===== src/rtl/multiword_add_seq_pkg.sv =====
// rtl/multiword_add_seq_pkg.sv - shared types and constants for multiword_add_seq
//
// Purpose: holds the packet-position state enum and the widths of the
// per-word side-band fields that travel with the operands and results.
package multiword_add_seq_pkg;

  // Position of the next accepted word within its packet.
  typedef enum logic {
    ST_FIRST = 1'b0,
    ST_MID   = 1'b1
  } pkt_state_e;

  // Side-band bits carried with each operand word: first, cin, last.
  localparam int OP_META_W  = 3;
  // Side-band bits carried with each result word: last, co.
  localparam int RES_META_W = 2;

endpackage


===== src/rtl/multiword_add_seq_mwas_slot.sv =====
// rtl/multiword_add_seq_mwas_slot.sv - generic single-entry valid/data register slot
//
// Purpose: one pipeline register with a valid flag. A load writes the data
// and sets valid. A clear drops valid and keeps the stale data. Load wins
// over clear, so a slot that is drained and refilled in the same cycle stays
// full.
// Ports:
//   clk, rst : clock, synchronous active-high reset (valid and data to 0)
//   load     : capture d and set valid
//   clear    : drop valid (ignored when load is high)
//   d        : DW-bit data in
//   valid    : slot holds a live entry
//   q        : DW-bit registered data
module mwas_slot #(
  parameter int DW = 8
) (
  input  logic          clk,
  input  logic          rst,
  input  logic          load,
  input  logic          clear,
  input  logic [DW-1:0] d,
  output logic          valid,
  output logic [DW-1:0] q
);

  always_ff @(posedge clk) begin
    if (rst) begin
      valid <= 1'b0;
      q     <= '0;
    end else if (load) begin
      valid <= 1'b1;
      q     <= d;
    end else if (clear) begin
      valid <= 1'b0;
    end
  end

endmodule


===== src/rtl/multiword_add_seq.sv =====
// rtl/multiword_add_seq.sv - sequencer for multi-word addition through an external adder
//
// Purpose: accepts operand words least-significant first, presents them one
// at a time to an external combinational WIDTH-bit adder, and chains the
// carry from word to word within a packet. The first word of every packet
// uses the packet carry-in, so no carry crosses a packet boundary. There are
// two register stages: the operand slot feeds the adder, and the result slot
// feeds the output.
// Ports:
//   clk, rst                     : clock, synchronous active-high reset
//   in_valid/in_ready            : operand handshake
//   in_a, in_b                   : operand words (WIDTH bits)
//   in_cin                       : packet carry-in, used with the first word only
//   in_last                      : final word of the packet
//   add_a, add_b, add_ci         : registered operands and carry to the adder
//   add_sum, add_co              : combinational adder result
//   out_valid/out_ready          : result handshake
//   out_sum, out_last, out_co    : result word, last flag, packet carry-out
//   pkt_count                    : packets fully delivered (wraps)
module multiword_add_seq
  import multiword_add_seq_pkg::*;
#(
  parameter int WIDTH = 8,
  parameter int CNT_W = 16
) (
  input  logic             clk,
  input  logic             rst,
  input  logic             in_valid,
  output logic             in_ready,
  input  logic [WIDTH-1:0] in_a,
  input  logic [WIDTH-1:0] in_b,
  input  logic             in_cin,
  input  logic             in_last,
  output logic [WIDTH-1:0] add_a,
  output logic [WIDTH-1:0] add_b,
  output logic             add_ci,
  input  logic [WIDTH-1:0] add_sum,
  input  logic             add_co,
  output logic             out_valid,
  input  logic             out_ready,
  output logic [WIDTH-1:0] out_sum,
  output logic             out_last,
  output logic             out_co,
  output logic [CNT_W-1:0] pkt_count
);

  localparam int OP_W  = 2 * WIDTH + OP_META_W;
  localparam int RES_W = WIDTH + RES_META_W;

  pkt_state_e state;
  logic       carry_reg;

  logic             op_v;
  logic [OP_W-1:0]  op_d;
  logic [OP_W-1:0]  op_q;
  logic [WIDTH-1:0] op_a;
  logic [WIDTH-1:0] op_b;
  logic             op_first;
  logic             op_cin;
  logic             op_last;

  logic [RES_W-1:0] res_d;
  logic [RES_W-1:0] res_q;

  logic advance;
  logic in_hs;
  logic out_hs;

  // The operand slot moves forward when the result slot is empty or is
  // being drained in this same cycle.
  assign advance = op_v & (~out_valid | out_ready);
  // The rst term keeps the producer from seeing a handshake that the
  // reset would discard.
  assign in_ready = ~rst & (~op_v | advance);
  assign in_hs    = in_valid & in_ready;
  assign out_hs   = out_valid & out_ready;

  // op_first is captured from the packet state at accept time, so the adder
  // stage never needs to look at the live FSM.
  assign op_d = {in_a, in_b, (state == ST_FIRST), in_cin, in_last};
  assign {op_a, op_b, op_first, op_cin, op_last} = op_q;

  mwas_slot #(.DW(OP_W)) u_op_slot (
    .clk   (clk),
    .rst   (rst),
    .load  (in_hs),
    .clear (advance),
    .d     (op_d),
    .valid (op_v),
    .q     (op_q)
  );

  assign add_a  = op_a;
  assign add_b  = op_b;
  assign add_ci = op_first ? op_cin : carry_reg;

  // Only the final word reports a carry-out. Intermediate carries are
  // consumed internally.
  assign res_d = {add_sum, op_last, op_last & add_co};
  assign {out_sum, out_last, out_co} = res_q;

  mwas_slot #(.DW(RES_W)) u_res_slot (
    .clk   (clk),
    .rst   (rst),
    .load  (advance),
    .clear (out_hs),
    .d     (res_d),
    .valid (out_valid),
    .q     (res_q)
  );

  always_ff @(posedge clk) begin
    if (rst) begin
      state     <= ST_FIRST;
      carry_reg <= 1'b0;
      pkt_count <= '0;
    end else begin
      if (in_hs) begin
        state <= in_last ? ST_FIRST : ST_MID;
      end
      // The carry stored after a packet's last word is never used, because
      // the next word is a first word and selects op_cin instead.
      if (advance) begin
        carry_reg <= add_co;
      end
      if (out_hs && out_last) begin
        pkt_count <= pkt_count + 1'b1;
      end
    end
  end

endmodule


===== config.mk =====
export PLATFORM = sky130hd
export DESIGN_NAME = multiword_add_seq
export DESIGN_NICKNAME = d
export VERILOG_FILES = /design/src/rtl/multiword_add_seq_pkg.sv /design/src/rtl/multiword_add_seq_mwas_slot.sv /design/src/rtl/multiword_add_seq.sv
export SDC_FILE = /design/constraint.sdc
export NUM_CORES = 1
export LEC_CHECK = 0
export CAP_MARGIN = 20
export CORE_MARGIN = 1
export CORE_UTILIZATION = 25
export DETAILED_ROUTE_END_ITERATION = 10
export PLACE_DENSITY_LB_ADDON = 0.08
export SKIP_LAST_GASP = 1
export SLEW_MARGIN = 30
export SYNTH_ARGS = -nofsm -noshare
export SYNTH_HDL_FRONTEND = slang
export SYNTH_SLANG_ARGS = --single-unit
export TNS_END_PERCENT = 20

===== constraint.sdc =====
create_clock -name clk -period 1.8 [get_ports clk]
set_input_delay 0.36 -clock clk [delete_from_list [all_inputs] [get_ports clk]]
set_output_delay 0.36 -clock clk [all_outputs]
set_load 0.02 [all_outputs]

==> results of run 1 <==
timing repair:
action,CTS,global route
endpoints found under the setup margin,3,10
cloned,0,0
gates resized for setup,1,2
cells by family (layout without fill, tap and decap cells):
group	count (synthesis)	count (layout)	synth area share [%]
adders and majority gates	1	1	0.611
AOI/OAI and AO/OA	35	35	8.92
buffers and inverters	30	112	8.50
and+or+nand+nor	95	95	23.8
muxes	13	13	6.42
xor gates and xnor gates	9	9	3.85
DFF	49	49	47.9
layout make-up:
type / count / area, sq um / share of cell area (%)
repair buffers: 101 / 970 / 30.9
flip-flops and latches: 49 / 1000 / 31.8
inverters: 3 / 11.3 / 0.358
well taps: 102 / 128 / 4.06
multi-input cells: 153 / 905 / 28.8
clock inverters: 2 / 35.0 / 1.12
clock buffers: 6 / 93.8 / 2.99
cell usage after synthesis, drive strengths merged:
master  instances  share of area (%)
nor2           25                4.6
ha              1               0.61
buf            17                6.1
a211oi          2               0.73
o31ai           1               0.37
nor3            3               0.73
nand2          25                4.6
mux2            1               0.55
nor2b           1               0.31
clkbuf         10                1.8
xnor2           6                2.6
mux2i          12                5.9
or4             2               0.92
and3            1               0.31
nand2b         18                5.5
nand4           5                2.3
dfxtp          49                 48
xor2            3                1.3
nand4b          1               0.43
o21ai          22                5.4
or3             6                2.1
inv             3               0.55
a21oi          10                2.4
nand3           6                1.5
nor4            2               0.61
routing by layer:
| layer | GRT usage [%] | vias up |
|---|---|---|
| met4 | 4.95 | 0 |
| met3 | 3.69 | 7 |
| met2 | 17.3 | 61 |
| met1 | 13.9 | 782 |
| met5 | 0 | - |
| li1 | - | 920 |
through the flow:
step,util [%],hold slack [ns],setup WS [ns],setup TNS [ns],cell area [sq um]
floorplan,-,0.445,0.00953,0,2070
global placement,38.5,0.451,-0.242,-2.53,3010
detailed placement,38.5,0.454,-0.256,-3.52,3010
CTS,40.2,0.470,-0.0922,-0.104,3140
global route,40.2,0.477,-0.0404,-0.128,3140
finish,40.2,0.463,0.0127,0,3140
worst min-delay path: cells and delay by family, from the launching register on:
| family | cells | cell delay [ns] |
|---|---|---|
| compound gates | 1 | 0.05 |
| flops | 1 | 0.32 |
| simple gates | 1 | 0.05 |
power groups by stage:
stage	logic (mW)	clock network (mW)	registers [mW]
2_1_floorplan	0.159	0	1.18
3_3_place_gp	0.323	0	1.17
3_5_place_dp	0.323	0	1.17
4_1_cts	0.323	0.914	1.15
5_1_grt	0.343	0.956	1.15
6_report	0.317	0.865	1.15
placed cells by master, fill, tap and decap left out, types with 3 or more instances in the layout:
master           count
a21oi_1             10
buf_4               24
clkbuf_8             5
clkdlybuf4s50_1     71
dfxtp_1             42
dfxtp_2              3
dfxtp_4              4
inv_1                3
mux2i_1             12
nand2_1             25
nand2b_1            18
nand3_1              6
nand4_1              4
nor2_1              25
nor3_1               3
o21ai_0             22
or3_2                4
xnor2_1              6
xor2_1               3
path summary, 6_finish.rpt:
check | from | to | slack [ns] | depth (start not counted)
setup / recovery | pkt_count[5]$_SDFFE_PP0P_ | pkt_count[15]$_SDFFE_PP0P_ | 0.01 | 4
setup reg to reg | pkt_count[5]$_SDFFE_PP0P_ | pkt_count[15]$_SDFFE_PP0P_ | 0.01 | 4
hold / removal | u_res_slot.q[0]$_SDFFE_PP0P_ | u_res_slot.q[0]$_SDFFE_PP0P_ | 0.46 | 2
hold reg to reg | u_res_slot.q[0]$_SDFFE_PP0P_ | u_res_slot.q[0]$_SDFFE_PP0P_ | 0.46 | 2
==> flow_summary_export.csv, run 1 <==
group,metric,value,unit
outcome,status,"complete, no violations",
finish,n_antenna_cell,0,
routing,first_pass_iters,4,
power_and_ir_drop,power_switching,531,uW
clocking,clk_pin_slew,0.09,ns
power_and_ir_drop,seqPwrFrac,49.2,%
synthesis,avgSynthCellArea,8.82,sq um
routing,vias,1770,
clocking,postCtsSetupRepairBufs,0,
finish,fill_cells,812,
clocking,cts_buffers,5,
finish,largest_reg_flops,19,
sta,tightest_slew,0.493,ns
worst_setup_path,worst_setup_path_start_kind,"register",
routing,drtIter0Drc,32,
power_and_ir_drop,powerDensity,741,nW/um^2
grt,antenna_found_initial,0,
power_and_ir_drop,p_clk_share,37.2,%
grt,gr-usage-all-layers,11.1,%
synthesis,syn_nets,264,
sta,period_minus_slack,1.79,ns
synthesis,yosysWarnings,0,
grt,grt_pass1_wl,7480,microns
sta,hold_violations,0,
finish,instances_no_fill,416,
finish,final_layout_size_suffix_gt1_share,15.9,%
sta,slew_viol_final,0,
finish,nets,345,
routing,wl_met1,2270,microns
synthesis,ys_ff_latch,49,
place,io_buffer_count,75,
sta,finalCritPeriodShare,99.3,%
sta,fmax,560,MHz
worst_setup_path,worstPathRequired,2.03,ns
worst_setup_path,slowest_stage,"or4_4",
routing,wirelength,4730,microns
routing,dr_wl_met3,385,microns
power_and_ir_drop,p_sw_share,22.8,%
die,initial_utilization,26.2,%
grt,overflow,0,
worst_setup_path,crit_type,"reg2reg",
power_and_ir_drop,peakVddDrop,0.297,mV
clocking,cts_max_path_buffers,2,
clocking,cts_hold_buf,0,
grt,grt_start_max_net_pins,50,
power_and_ir_drop,pwr-share-comb,13.6,%
routing,route.met2.wl,1990,microns
worst_setup_path,cp-end-kind,"register",
sta,setup_viol,0,
worst_setup_path,crit_arrival,2.02,ns
grt,grt_pass1_vias,1675,
worst_setup_path,cpLargestDelayFamily,"simple AND/OR/NAND/NOR gates",
routing,postRouteAntennaNets,0,
sta,finClkSkew,0.00756,ns
worst_setup_path,worstPathMaxFanout,6,
worst_setup_path,path_cells,"nand4_4, or4_4, or4_1, a21oi_1",
finish,reg_top3,"u_op_slot.q: 19 flops, pkt_count: 16 flops, u_res_slot.q: 10 flops",
place,dp.cells,408,
die,core_area,7810,sq um
finish,syn2layout_area_growth,53.5,%
synthesis,yosysSeqAreaShare,47.9,%
min_path,hp-class,"reg2reg",
clocking,ctsHtreeMaxLevel,2,
die,die_area,8550,sq um
die,die_w,92.5,microns
power_and_ir_drop,power,2.33,mW
sta,relSlewSlack,67.1,%
flow_run,cap_violations,0,
place,dp_hpwl,3190,microns
worst_setup_path,critical_path_buf_inv_count,0,
synthesis,netlist_instances,232,
routing,viasPerCell,4.25,
routing,drc,0,
worst_setup_path,critPathMaxStageDelay,0.58,ns
synthesis,netlist_area,2050,sq um
power_and_ir_drop,power_leakage,1.23,nW
die,ioPinCount,76,
finish,regMostFlops,"u_op_slot.q",
clocking,clk_latency,0.30,ns
clocking,cts_tree,"built",
routing,routedWlPerCell,11.4,microns
power_and_ir_drop,power.internal,1.80,mW
routing,top_layer_used,"met4",
clocking,cts_root_buf,"clkbuf_8",
place,gp_congestion,0.736,
die,rows,32,
die,fp.dieH,92.5,microns
synthesis,synth_cell_types,29,
clocking,clock-sinks,49,
sta,rsz0062_at_grt,"true",
(Power assumes the default switching activity.)
==> run 2, diff against run 1 <==
--- a/config.mk
+++ b/config.mk
@@ -10,6 +10,7 @@
 export CORE_UTILIZATION = 25
 export DETAILED_ROUTE_END_ITERATION = 10
 export PLACE_DENSITY_LB_ADDON = 0.08
+export RECOVER_POWER = 25
 export SKIP_LAST_GASP = 1
 export SLEW_MARGIN = 30
 export SYNTH_ARGS = -nofsm -noshare
==> flow_summary_export.csv, run 2 (synthesis gave the netlist of run 1 again) <==
group,metric,value,unit
clocking,clk_latency,0.30,ns
finish,largest_reg_flops,19,
sta,setup_viol,0,
min_path,hp-class,"reg2reg",
worst_setup_path,r2r_end,"pkt_count[15]$_SDFFE_PP0P_",
worst_setup_path,crit_arrival,2.02,ns
worst_setup_path,crit_type,"reg2reg",
sta,setup_slack,0.0105,ns
grt,antenna_found_initial,0,
worst_setup_path,r2r_cells,4,
clocking,cts_max_path_buffers,2,
worst_setup_path,rr_startpoint,"pkt_count[5]$_SDFFE_PP0P_",
die,die_area,8550,sq um
power_and_ir_drop,power_leakage,1.20,nW
power_and_ir_drop,powerDensity,744,nW/um^2
die,die_w,92.5,microns
clocking,ctsHtreeMaxLevel,2,
clocking,clock-sinks,49,
power_and_ir_drop,power,2.33,mW
finish,final_cell_mix,"clkdlybuf4s50_1 (71), dfxtp_1 (42), nand2_1 (25), nor2_1 (25), o21ai_0 (22)",
grt,grt_start_max_net_pins,50,
finish,reg_top3,"u_op_slot.q: 19 flops, pkt_count: 16 flops, u_res_slot.q: 10 flops",
routing,wirelength,4710,microns
routing,vias,1759,
grt,overflow,0,
routing,drtIter0Drc,36,
sta,hold_violations,0,
finish,final_layout_size_suffix_gt1_share,15.3,%
finish,regArea,1000,sq um
clocking,cts_hold_buf,0,
finish,final_common_cell,"clkdlybuf4s50_1",
place,gp_congestion,0.736,
sta,finalCritPeriodShare,99.4,%
routing,routedWlPerCell,11.3,microns
routing,first_pass_iters,5,
place,pre_cts_ws,-0.256,ns
routing,viasPerCell,4.23,
min_path,hold_path_depth,2,
worst_setup_path,cp-end-kind,"register",
die,initial_utilization,26.2,%
finish,nets,345,
sta,finClkSkew,0.00765,ns
min_path,holdPathEnd,"u_res_slot.q[0]$_SDFFE_PP0P_",
grt,grt_pass1_vias,1675,
clocking,cts_root_buf,"clkbuf_8",
place,dp_hpwl,3190,microns
sta,slew_viol_final,0,
finish,regMostFlops,"u_op_slot.q",
die,fp.dieH,92.5,microns
clocking,postCtsSetupRepairBufs,0,
clocking,cts_buffers,5,
clocking,clk_pin_slew,0.09,ns
worst_setup_path,worst_setup_path_start_kind,"register",
grt,grt_pass1_wl,7480,microns
die,ioPinCount,76,
min_path,hp-start,"u_res_slot.q[0]$_SDFFE_PP0P_",
finish,n_antenna_cell,0,
flow_run,cap_violations,0,
finish,syn2layout_area_growth,52.7,%
sta,relSlewSlack,67.5,%
clocking,cts_resized,1,
worst_setup_path,rrSetupSlack,0.01,ns
sta,rsz0062_at_grt,"true",
finish,fill_cells,816,
clocking,cts_tree,"built",
sta,fmax,559,MHz
place,io_buffer_count,75,
grt,gr-usage-all-layers,11.1,%
power_and_ir_drop,peakVddDrop,0.297,mV
routing,postRouteAntennaNets,0,
die,core_area,7810,sq um
sta,period_minus_slack,1.79,ns
worst_setup_path,worstPathRequired,2.03,ns
finish,multi_input_area,905,sq um
sta,tightest_slew,0.488,ns
die,rows,32,
routing,drc,0,
worst_setup_path,worstPathMaxFanout,6,
outcome,status,"complete, no violations",
## run 2: layout make-up
| class | count | area share [%] |
|---|---|---|
| sequential | 49 | 32.0 |
| timing repair buffer | 101 | 30.5 |
| multi-input combinational | 153 | 28.9 |
| tap | 102 | 4.08 |
| clock buffer | 6 | 3.00 |
| clock inverter | 2 | 1.12 |
| inverter | 3 | 0.360 |
## run 2: critical path, stage by stage (launching register included)
cell,delay [ns]
dfxtp_4,0.38
nand4_4,0.10
or4_4,0.58
or4_1,0.51
a21oi_1,0.14
## run 2: layer usage
| metal | vias up | GRT usage (%) | wire, microns |
|---|---|---|---|
| li1 | 923 | - | - |
| met2 | 57 | 17.3 | 1990 |
| met1 | 772 | 13.9 | 2270 |
| met5 | - | 0 | 0 |
| met3 | 7 | 3.69 | 369 |
| met4 | 0 | 4.95 | 80 |
## run 2: where the power goes
group          internal, mW  switching, mW  total [mW]
combinational         0.176          0.140       0.316
sequential             1.12         0.0224        1.15
clock                 0.496          0.370       0.866
total                  1.79          0.532        2.33
## run 2: worst max path at each step
| stage | from | end | cells after the start |
|---|---|---|---|
| 2_1_floorplan | pkt_count[3]$_SDFFE_PP0P_ | pkt_count[15]$_SDFFE_PP0P_ | 4 |
| 3_3_place_gp | out_ready | in_ready | 4 |
| 3_5_place_dp | out_ready | in_ready | 4 |
| 4_1_cts | u_op_slot.q[2]$_SDFFE_PP0P_ | add_ci | 2 |
| 5_1_grt | pkt_count[5]$_SDFFE_PP0P_ | pkt_count[15]$_SDFFE_PP0P_ | 4 |
| 6_report | pkt_count[5]$_SDFFE_PP0P_ | pkt_count[15]$_SDFFE_PP0P_ | 4 |
## run 2: through the flow
stage	utilization [%]	TNS, ns	instances	instance area, sq um	hold WS, ns
6_report	40.0	0	416	3130	0.463
3_5_place_dp	38.5	-3.52	408	3010	0.454
5_1_grt	40.0	-0.124	416	3130	0.477
3_3_place_gp	38.5	-2.53	408	3010	0.451
4_1_cts	40.2	-0.104	416	3140	0.470
2_1_floorplan	-	0	232	2070	0.445
